### config.mk
export PLATFORM = sky130hd
export DESIGN_NAME = fetch_unit
export DESIGN_NICKNAME = d
export VERILOG_FILES = /design/src/rtl/fetch_unit_pkg.sv /design/src/rtl/fetch_unit_pc_next_logic.sv /design/src/rtl/fetch_unit.sv
export SDC_FILE = /design/constraint.sdc
export NUM_CORES = 1
export LEC_CHECK = 0
export CORE_ASPECT_RATIO = 0.6
export CORE_MARGIN = 3
export CORE_UTILIZATION = 47
export DETAILED_ROUTE_END_ITERATION = 10
export HOLD_SLACK_MARGIN = 0.05
export PLACE_DENSITY = 0.89
export SYNTH_ARGS = -nofsm -noshare
export SYNTH_HDL_FRONTEND = slang
export SYNTH_SLANG_ARGS = --single-unit
### constraint.sdc
create_clock -name clock -period 3.7 [get_ports clock]
set_input_delay 0.74 -clock clock [delete_from_list [all_inputs] [get_ports clock]]
set_output_delay 0.74 -clock clock [all_outputs]
set_load 0.02 [all_outputs]
### src/rtl/fetch_unit_pkg.sv
// Shared encodings for the fetch unit: opcodes, special sub-opcodes,
// the halt instruction and the fetch FSM state codes.
package fetch_unit_pkg;

    localparam int INSTR_W = 9;

    localparam logic [3:0] OP_ADD  = 4'b0000;
    localparam logic [3:0] OP_SUB  = 4'b0001;
    localparam logic [3:0] OP_AND  = 4'b0010;
    localparam logic [3:0] OP_OR   = 4'b0011;
    localparam logic [3:0] OP_LD   = 4'b0100;
    localparam logic [3:0] OP_ST   = 4'b0101;
    localparam logic [3:0] OP_BEQ  = 4'b0110;
    localparam logic [3:0] OP_SPEC = 4'b0111;
    localparam logic [3:0] OP_BLT  = 4'b1000;
    localparam logic [3:0] OP_JMP  = 4'b1001;
    localparam logic [3:0] OP_LI   = 4'b1010;

    localparam logic [2:0] SUB_NOP  = 3'b000;
    localparam logic [2:0] SUB_INC  = 3'b001;
    localparam logic [2:0] SUB_HALT = 3'b010;
    localparam logic [2:0] SUB_NOT  = 3'b011;

    localparam logic [INSTR_W-1:0] HALT_INSTR = 9'b011100010;

    localparam logic [1:0] ST_IDLE   = 2'd0;
    localparam logic [1:0] ST_RUN    = 2'd1;
    localparam logic [1:0] ST_HALTED = 2'd2;

    function automatic logic [INSTR_W-1:0] mk_special(input logic [2:0] sub);
        return {OP_SPEC, 2'b00, sub};
    endfunction

endpackage

### src/rtl/fetch_unit_pc_next_logic.sv
// Next-PC selection: halt hold, jump, taken branch, else wrapping increment.
module pc_next_logic #(
    parameter int PC_W = 10
) (
    input  logic [PC_W-1:0] pc,
    input  logic            done_ctrl,
    input  logic            jmp_ctrl,
    input  logic            branch,
    input  logic            branch_taken,
    input  logic [PC_W-1:0] target_addr,
    output logic [PC_W-1:0] pc_next,
    output logic            halt_req
);

    logic [PC_W-1:0] pc_inc;

    // Natural overflow of the PC_W-bit add gives the modulo wrap.
    assign pc_inc   = pc + {{(PC_W-1){1'b0}}, 1'b1};
    assign halt_req = done_ctrl;

    always_comb begin
        pc_next = pc_inc;
        priority case (1'b1)
            done_ctrl:              pc_next = pc;
            jmp_ctrl:               pc_next = target_addr;
            (branch & branch_taken): pc_next = target_addr;
            default:                pc_next = pc_inc;
        endcase
    end

endmodule

### src/rtl/fetch_unit.sv
// Instruction fetch FSM: holds the PC, presents instructions while
// running, and counts retired instructions between starts and halts.
module fetch_unit
    import fetch_unit_pkg::*;
#(
    parameter int PC_W  = 10,
    parameter int CNT_W = 16
) (
    input  logic               clock,
    input  logic               reset,
    input  logic               start,
    input  logic [PC_W-1:0]    start_addr,
    output logic [PC_W-1:0]    imem_addr,
    input  logic [INSTR_W-1:0] imem_data,
    output logic [INSTR_W-1:0] instruction,
    output logic               instr_valid,
    input  logic               branch,
    input  logic               branch_taken,
    input  logic               jmp_ctrl,
    input  logic               done_ctrl,
    input  logic [PC_W-1:0]    target_addr,
    output logic               halted,
    output logic [CNT_W-1:0]   instr_count
);

    logic [1:0]       state_q, state_d;
    logic [PC_W-1:0]  pc_q, pc_d;
    logic [CNT_W-1:0] cnt_q, cnt_d;
    logic             halted_q, halted_d;
    logic [PC_W-1:0]  pc_nxt;
    logic             halt_req;
    logic             running;

    pc_next_logic #(.PC_W(PC_W)) u_pc_next (
        .pc           (pc_q),
        .done_ctrl    (done_ctrl),
        .jmp_ctrl     (jmp_ctrl),
        .branch       (branch),
        .branch_taken (branch_taken),
        .target_addr  (target_addr),
        .pc_next      (pc_nxt),
        .halt_req     (halt_req)
    );

    assign running = (state_q == ST_RUN);

    always_comb begin
        state_d = state_q;
        pc_d    = pc_q;
        cnt_d   = cnt_q;
        case (state_q)
            ST_IDLE, ST_HALTED: begin
                if (start) begin
                    state_d = ST_RUN;
                    pc_d    = start_addr;
                    cnt_d   = '0;
                end
            end
            ST_RUN: begin
                // Every RUN edge retires one instruction, the halt included.
                pc_d  = pc_nxt;
                cnt_d = (&cnt_q) ? cnt_q : cnt_q + {{(CNT_W-1){1'b0}}, 1'b1};
                if (halt_req) begin
                    state_d = ST_HALTED;
                end
            end
            default: begin
                state_d = ST_IDLE;
            end
        endcase
        halted_d = (state_d == ST_HALTED);
    end

    always_ff @(posedge clock or posedge reset) begin
        if (reset) begin
            state_q  <= ST_IDLE;
            pc_q     <= '0;
            cnt_q    <= '0;
            halted_q <= 1'b0;
        end else begin
            state_q  <= state_d;
            pc_q     <= pc_d;
            cnt_q    <= cnt_d;
            halted_q <= halted_d;
        end
    end

    assign imem_addr   = pc_q;
    assign instruction = running ? imem_data : HALT_INSTR;
    assign instr_valid = running;
    assign halted      = halted_q;
    assign instr_count = cnt_q;

endmodule

==> flow_summary.ini, run 1 <==
[clock_tree]
cts_inserted_buffers = 5
tritoncts = built
ctsResizeCount = 0
worstSkewPairLatency_ns = 0.29
clockBufferDepth = 2
ctsRootBufferMaster = sky130_fd_sc_hd__clkbuf_8
register_clock_pin_slew_on_the_reported_worst_setup_and_hold_paths_ns = 0.06
cts.sink_count = 29
ctsHoldBuffers = 0
cts_setup_buffers = 0
cts_htree_levels = 2

[global_route]
grtUsageMet2 = 0.388
via_count_of_the_first_global_routing_pass = 1787
antenna_found_initial = 0
grt_util_met3 = 0.0765
grt_pass1_wl_mm = 9.19
largest_net_degree_at_the_start_of_global_routing = 30
use_met1 = 0.379
overflow = 0
gr-max-usage-layer = met2
grt.total_usage = 0.265

[setup_path]
r2r_path_start = instr_count[1]$_DFFE_PP0P_
critPathRequiredTime_ns = 2.96
timing.critical_path.from_type = register
timing.critical_path.fanout_max = 21
cp.arrival_ns = 2.15
worstRegToRegCells = 5
kind_of_end_point_of_the_critical_path = output pin
crit_end = instruction[4]
r2r_end = instr_count[11]$_DFFE_PP0P_
worst-r2r-setup-slack_ns = 1.60
worstSetupPathType = reg2out
critPathLaunch = state_q[1]$_DFF_PP0_

[die]
die_w_um = 86.3
start_util = 0.522
top_level_ports = 73
die_area_um2 = 4680
fp.coreArea_um2 = 3480
row_count = 16
floorplan.die.height_um = 54.2

[drt]
via_count = 1945
detail_route.drc_violations = 0
drt-initial-drc-count = 149
final_antenna_net_count = 0
average_via_count_per_standard_cell = 5.97
detailedRoute.firstPassIterationCount = 4
routed_wire_length_mm = 5.67
avgRoutedWirePerCell_um = 17.4

[pwr]
irDropWorstVdd_uv = 436
cellLeakagePower_nw = 1.09
power-per-cell-area_nw_per_um2 = 493

[cells_and_area]
area_growth_pct = 47.6
final_common_cell = sky130_fd_sc_hd__clkdlybuf4s50_1
antenna_cells_inserted = 0
post_route_cells_drive_above_1_share = 0.0712
layout.nets = 318
layout_common_cells = sky130_fd_sc_hd__clkdlybuf4s50_1, sky130_fd_sc_hd__dfrtp_1, sky130_fd_sc_hd__nand2_1

[sta]
timing.fmax_ghz = 0.346
rsz_0062_raised_after_global_routing = no
finalMaxSlewViolations = 0
tns_ns = 0
hold_viol = 0
final.period_utilization = 0.780
timing.final.crit_period_ns = 2.89
setup_violations = 0
setup_slack_ns = 0.814
tightest_slew_ns = 0.846
max-slew-margin-rel = 0.436
fin_skew_ns = 0.00595

[placement]
detailedPlacementHpwl_mm = 4.23
dp_worst_setup_slack_ns = 0.960
port_buffer_count = 72
routabilityCongestion = 0.838

[logic_synthesis]
synth.distinct_cells = 48
synth_enable_flop_cells = 0
syn_inst = 204
async_reset_ff_frac = 1.00
synth_fp_nets = 242
ys_ff_latch = 29
yosys_most_used_dff = sky130_fd_sc_hd__dfrtp_1
synth.yosys.warnings = 0
seq_area_frac_synth = 0.399
avgSynthCellArea_um2 = 8.92
syn-cell-area_um2 = 1820

[run]
cap_violations = 0

[outcome]
outcome = complete, no violations

[min_path]
hold_path_class = reg2reg
cell usage after synthesis, types with 2 or more instances:
cell,number,area (µm²)
sky130_fd_sc_hd__and3_1,2,12.5
sky130_fd_sc_hd__a22o_1,3,26.3
sky130_fd_sc_hd__a21o_1,2,15.0
sky130_fd_sc_hd__and2_1,5,31.3
sky130_fd_sc_hd__o311ai_0,5,43.8
sky130_fd_sc_hd__o21ai_0,11,55.1
sky130_fd_sc_hd__inv_1,7,26.3
sky130_fd_sc_hd__nand2b_1,12,75.1
sky130_fd_sc_hd__or4_1,3,22.5
sky130_fd_sc_hd__o21a_1,4,30.0
sky130_fd_sc_hd__mux2i_1,3,30.0
sky130_fd_sc_hd__or3_1,2,12.5
sky130_fd_sc_hd__nand3_1,12,60.1
sky130_fd_sc_hd__a21oi_1,12,60.1
sky130_fd_sc_hd__o211ai_1,2,15.0
sky130_fd_sc_hd__dfrtp_1,29,726
sky130_fd_sc_hd__ha_1,2,25.0
sky130_fd_sc_hd__nand2_1,16,60.1
sky130_fd_sc_hd__a311oi_1,2,17.5
sky130_fd_sc_hd__o31ai_1,4,30.0
sky130_fd_sc_hd__a31oi_1,5,31.3
sky130_fd_sc_hd__nor2_1,14,52.6
sky130_fd_sc_hd__a211o_1,2,17.5
sky130_fd_sc_hd__clkbuf_1,7,26.3
sky130_fd_sc_hd__o41ai_1,3,26.3
sky130_fd_sc_hd__xnor2_1,4,35.0
sky130_fd_sc_hd__nor3_1,4,20.0
sky130_fd_sc_hd__nand4_1,7,43.8
power breakdown:
part / switching, mW / total (mW) / internal, mW / leakage, nW
registers: 0.0957 / 0.477 / 0.382 / 0.376
logic: 0.308 / 0.596 / 0.288 / 0.672
clock network: 0.121 / 0.251 / 0.130 / 0.0450
area by class of cell:
cell class / instances / area [µm²]
clock buffers: 6 / 72.6
well taps: 45 / 56.3
repair buffers: 77 / 758
multi-input cells: 159 / 1030
fillers: 243 / 798
flip-flops and latches: 29 / 726
inverters: 8 / 30.0
clock inverters: 2 / 10.0
logic make-up (layout without fill, tap and decap cells):
group | Yosys count | in the layout | synth area share
flops | 29 | 29 | 0.399
compound gates | 64 | 64 | 0.250
xor+xnor | 4 | 4 | 0.0193
simple gates | 85 | 85 | 0.261
buf+inv | 16 | 93 | 0.0337
fa+ha+maj | 2 | 2 | 0.0138
mux | 4 | 4 | 0.0227
layer usage:
layer	share of wire	up-vias
met1	0.48	912
li1	-	927
met4	0.014	0
met5	0	-
met2	0.42	94
met3	0.089	12
worst max-delay path, stage by stage (launching register included):
cell                              delay (ns)
sky130_fd_sc_hd__dfrtp_1                0.41
sky130_fd_sc_hd__nand2b_1               0.17
sky130_fd_sc_hd__inv_1                  0.46
sky130_fd_sc_hd__and2_1                 0.22
sky130_fd_sc_hd__clkdlybuf4s50_1        0.60
how the worst min path moves through the flow:
stage,start,end,slack [ns],cells after the start
finish,instr_count[12]$_DFFE_PP0P_,instr_count[12]$_DFFE_PP0P_,0.53,1
global route,instr_count[12]$_DFFE_PP0P_,instr_count[12]$_DFFE_PP0P_,0.56,1
CTS,instr_count[12]$_DFFE_PP0P_,instr_count[12]$_DFFE_PP0P_,0.53,1
detailed placement,instr_count[12]$_DFFE_PP0P_,instr_count[12]$_DFFE_PP0P_,0.52,1
global placement,instr_count[12]$_DFFE_PP0P_,instr_count[12]$_DFFE_PP0P_,0.52,1
floorplan,state_q[1]$_DFF_PP0_,halted$_DFF_PP0_,0.52,1
per-stage QoR:
| stage | hold slack [ns] | std cells | utilization | area, µm² | power (mW) |
|---|---|---|---|---|---|
| finish | 0.531 | 326 | 0.771 | 2690 | 1.32 |
| global route | 0.559 | 326 | 0.771 | 2690 | 1.41 |
| CTS | 0.532 | 326 | 0.771 | 2690 | 1.33 |
| detailed placement | 0.522 | 318 | 0.747 | 2600 | 1.07 |
| global placement | 0.522 | 318 | 0.747 | 2600 | 1.06 |
| floorplan | 0.521 | 204 | - | 1820 | 0.797 |
state kept, by name, indices dropped and copies added (netlist names):
name / flops
instr_count: 16
imem_addr: 10
state_q: 2
halted: 1
Power figures use the tool's default switching activity.
==> run 2: changes to the inputs <==
--- a/config.mk
+++ b/config.mk
@@ -7,10 +7,10 @@
 export LEC_CHECK = 0
 export CORE_ASPECT_RATIO = 0.6
 export CORE_MARGIN = 3
-export CORE_UTILIZATION = 47
+export CORE_UTILIZATION = 39
 export DETAILED_ROUTE_END_ITERATION = 10
 export HOLD_SLACK_MARGIN = 0.05
-export PLACE_DENSITY = 0.89
+export PLACE_DENSITY = 0.79
 export SYNTH_ARGS = -nofsm -noshare
 export SYNTH_HDL_FRONTEND = slang
 export SYNTH_SLANG_ARGS = --single-unit
==> constraint.sdc (replaced) <==
create_clock -name clock -period 2.5 [get_ports clock]
set_input_delay 0.5 -clock clock [delete_from_list [all_inputs] [get_ports clock]]
set_output_delay 0.5 -clock clock [all_outputs]
set_load 0.02 [all_outputs]
==> flow_summary.ini, run 2 (synthesized netlist as in run 1, its figures left out) <==
[die]
die_area_um2 = 5550
die_w_um = 94.2
top_level_ports = 73
row_count = 18
floorplan.die.height_um = 58.9
fp.coreArea_um2 = 4300
start_util = 0.423

[global_route]
antenna_found_initial = 0
grt.total_usage = 0.210
overflow = 0
grt_pass1_wl_mm = 8.94
via_count_of_the_first_global_routing_pass = 1737
largest_net_degree_at_the_start_of_global_routing = 30

[sta]
rsz_0062_raised_after_global_routing = no
setup_violations = 0
timing.final.crit_period_ns = 2.37
finalMaxSlewViolations = 0
tightest_slew_ns = 0.667
final.period_utilization = 0.947
setup_slack_ns = 0.132
fin_skew_ns = 0.0109
max-slew-margin-rel = 0.552
hold_viol = 0
tns_ns = 0
timing.fmax_ghz = 0.422

[setup_path]
timing.critical_path.from_type = register
critPathRequiredTime_ns = 2.00
critical_path.slowest_cell = sky130_fd_sc_hd__clkdlybuf4s50_1
worstSetupPathType = reg2out
timing.critical_path.fanout_max = 6
kind_of_end_point_of_the_critical_path = output pin
cp.arrival_ns = 1.87
cp_slowest_stage_delay_ns = 0.60
sequence_of_cells_on_the_critical_path = nand2b_2 > clkinvlp_4 > and2_1 > clkdlybuf4s50_1

[placement]
routabilityCongestion = 0.897
detailedPlacementHpwl_mm = 4.24
port_buffer_count = 72
dpl-instance-area_um2 = 2660
dp_worst_setup_slack_ns = 0.219

[cells_and_area]
layout.nets = 327
seqCellArea_um2 = 726
largest_register_ffs = 16
stdcell_area_um2 = 2780
area_growth_pct = 52.7
post_route_cells_drive_above_1_share = 0.107
layout_common_cells = sky130_fd_sc_hd__clkdlybuf4s50_1, sky130_fd_sc_hd__dfrtp_1, sky130_fd_sc_hd__nand2_1
final_common_cell = sky130_fd_sc_hd__clkdlybuf4s50_1
multiInputGateArea_um2 = 1030
antenna_cells_inserted = 0
fillCellCount = 348
postLayoutCoreUtil = 0.646

[min_path]
hold_path_class = reg2reg

[drt]
detailedRoute.firstPassIterationCount = 4
final_antenna_net_count = 0
via_count = 2010
detail_route.drc_violations = 0
drt-initial-drc-count = 165
average_via_count_per_standard_cell = 5.74
avgRoutedWirePerCell_um = 16.3
routed_wire_length_mm = 5.70

[clock_tree]
clockBufferDepth = 2
ctsHoldBuffers = 0
cts_htree_levels = 2
worstSkewPairLatency_ns = 0.29
ctsRootBufferMaster = sky130_fd_sc_hd__clkbuf_8
cts_inserted_buffers = 5
register_clock_pin_slew_on_the_reported_worst_setup_and_hold_paths_ns = 0.07
cts.sink_count = 29
tritoncts = built

[pwr]
cellLeakagePower_nw = 1.13
power-per-cell-area_nw_per_um2 = 731
irDropWorstVdd_uv = 541

[run]
cap_violations = 0

[outcome]
outcome = complete, no violations
## run 2: changes by cell type in the layout (fill, tap and decap cells not counted), sizes merged
cell / delta
clkinvlp: +2
buf: +8
inv: -1
## run 2: worst paths after layout
check	from	end	slack [ns]	depth (start not counted)
setup / recovery	state_q[1]$_DFF_PP0_	instruction[8]	0.13	4
hold reg to reg	instr_count[12]$_DFFE_PP0P_	instr_count[12]$_DFFE_PP0P_	0.55	1
setup reg to reg	instr_count[0]$_DFFE_PP0P_	instr_count[15]$_DFFE_PP0P_	0.48	5
hold / removal	instr_count[12]$_DFFE_PP0P_	instr_count[12]$_DFFE_PP0P_	0.55	1
min in group asynchronous	reset	instr_count[6]$_DFFE_PP0P_	0.58	3
max in group asynchronous	reset	instr_count[10]$_DFFE_PP0P_	1.62	3
## run 2: final cells by class
type                    count  area share
multi-input cells         159       0.373
repair buffers             85       0.295
flip-flops and latches     29       0.261
well taps                  60      0.0270
clock buffers               6      0.0261
inverters                   8      0.0122
clock inverters             2     0.00360
repair inverters            1     0.00270
## run 2: per-stage QoR
stage	power (mW)	hold WS [ns]	cells
CTS	2.00	0.550	346
finish	2.03	0.551	350
global placement	1.60	0.526	338
detailed placement	1.61	0.544	338
floorplan	1.18	0.521	204
global route	2.15	0.593	350
## run 2: metal layers
| metal | track usage | vias to the layer above | share of wire |
|---|---|---|---|
| met5 | 0 | - | 0 |
| met4 | 0.0535 | 0 | 0.0070 |
| met3 | 0.0600 | 6 | 0.089 |
| met2 | 0.274 | 99 | 0.41 |
| met1 | 0.333 | 953 | 0.49 |
| li1 | - | 952 | - |
## run 2: what timing repair did
action / 4_1_cts / 5_1_grt
hold endpoints to repair: 0 / 0
endpoints found under the setup margin: 5 / 8
buffers inserted: 0 / 3
gates resized for setup: 1 / 2
cloned: 0 / 1
## run 2: power by group
part | total [mW] | switching, mW | internal [mW] | leakage, nW
Combinational | 0.938 | 0.477 | 0.461 | 0.705
Clock | 0.384 | 0.191 | 0.193 | 0.0450
Sequential | 0.709 | 0.144 | 0.564 | 0.376
## run 2: critical path, delay by kind of cell (launching register included)
family	cells	cell delay (ns)
buffers and inverters	2	0.76
and+or+nand+nor	2	0.40
DFF	1	0.43
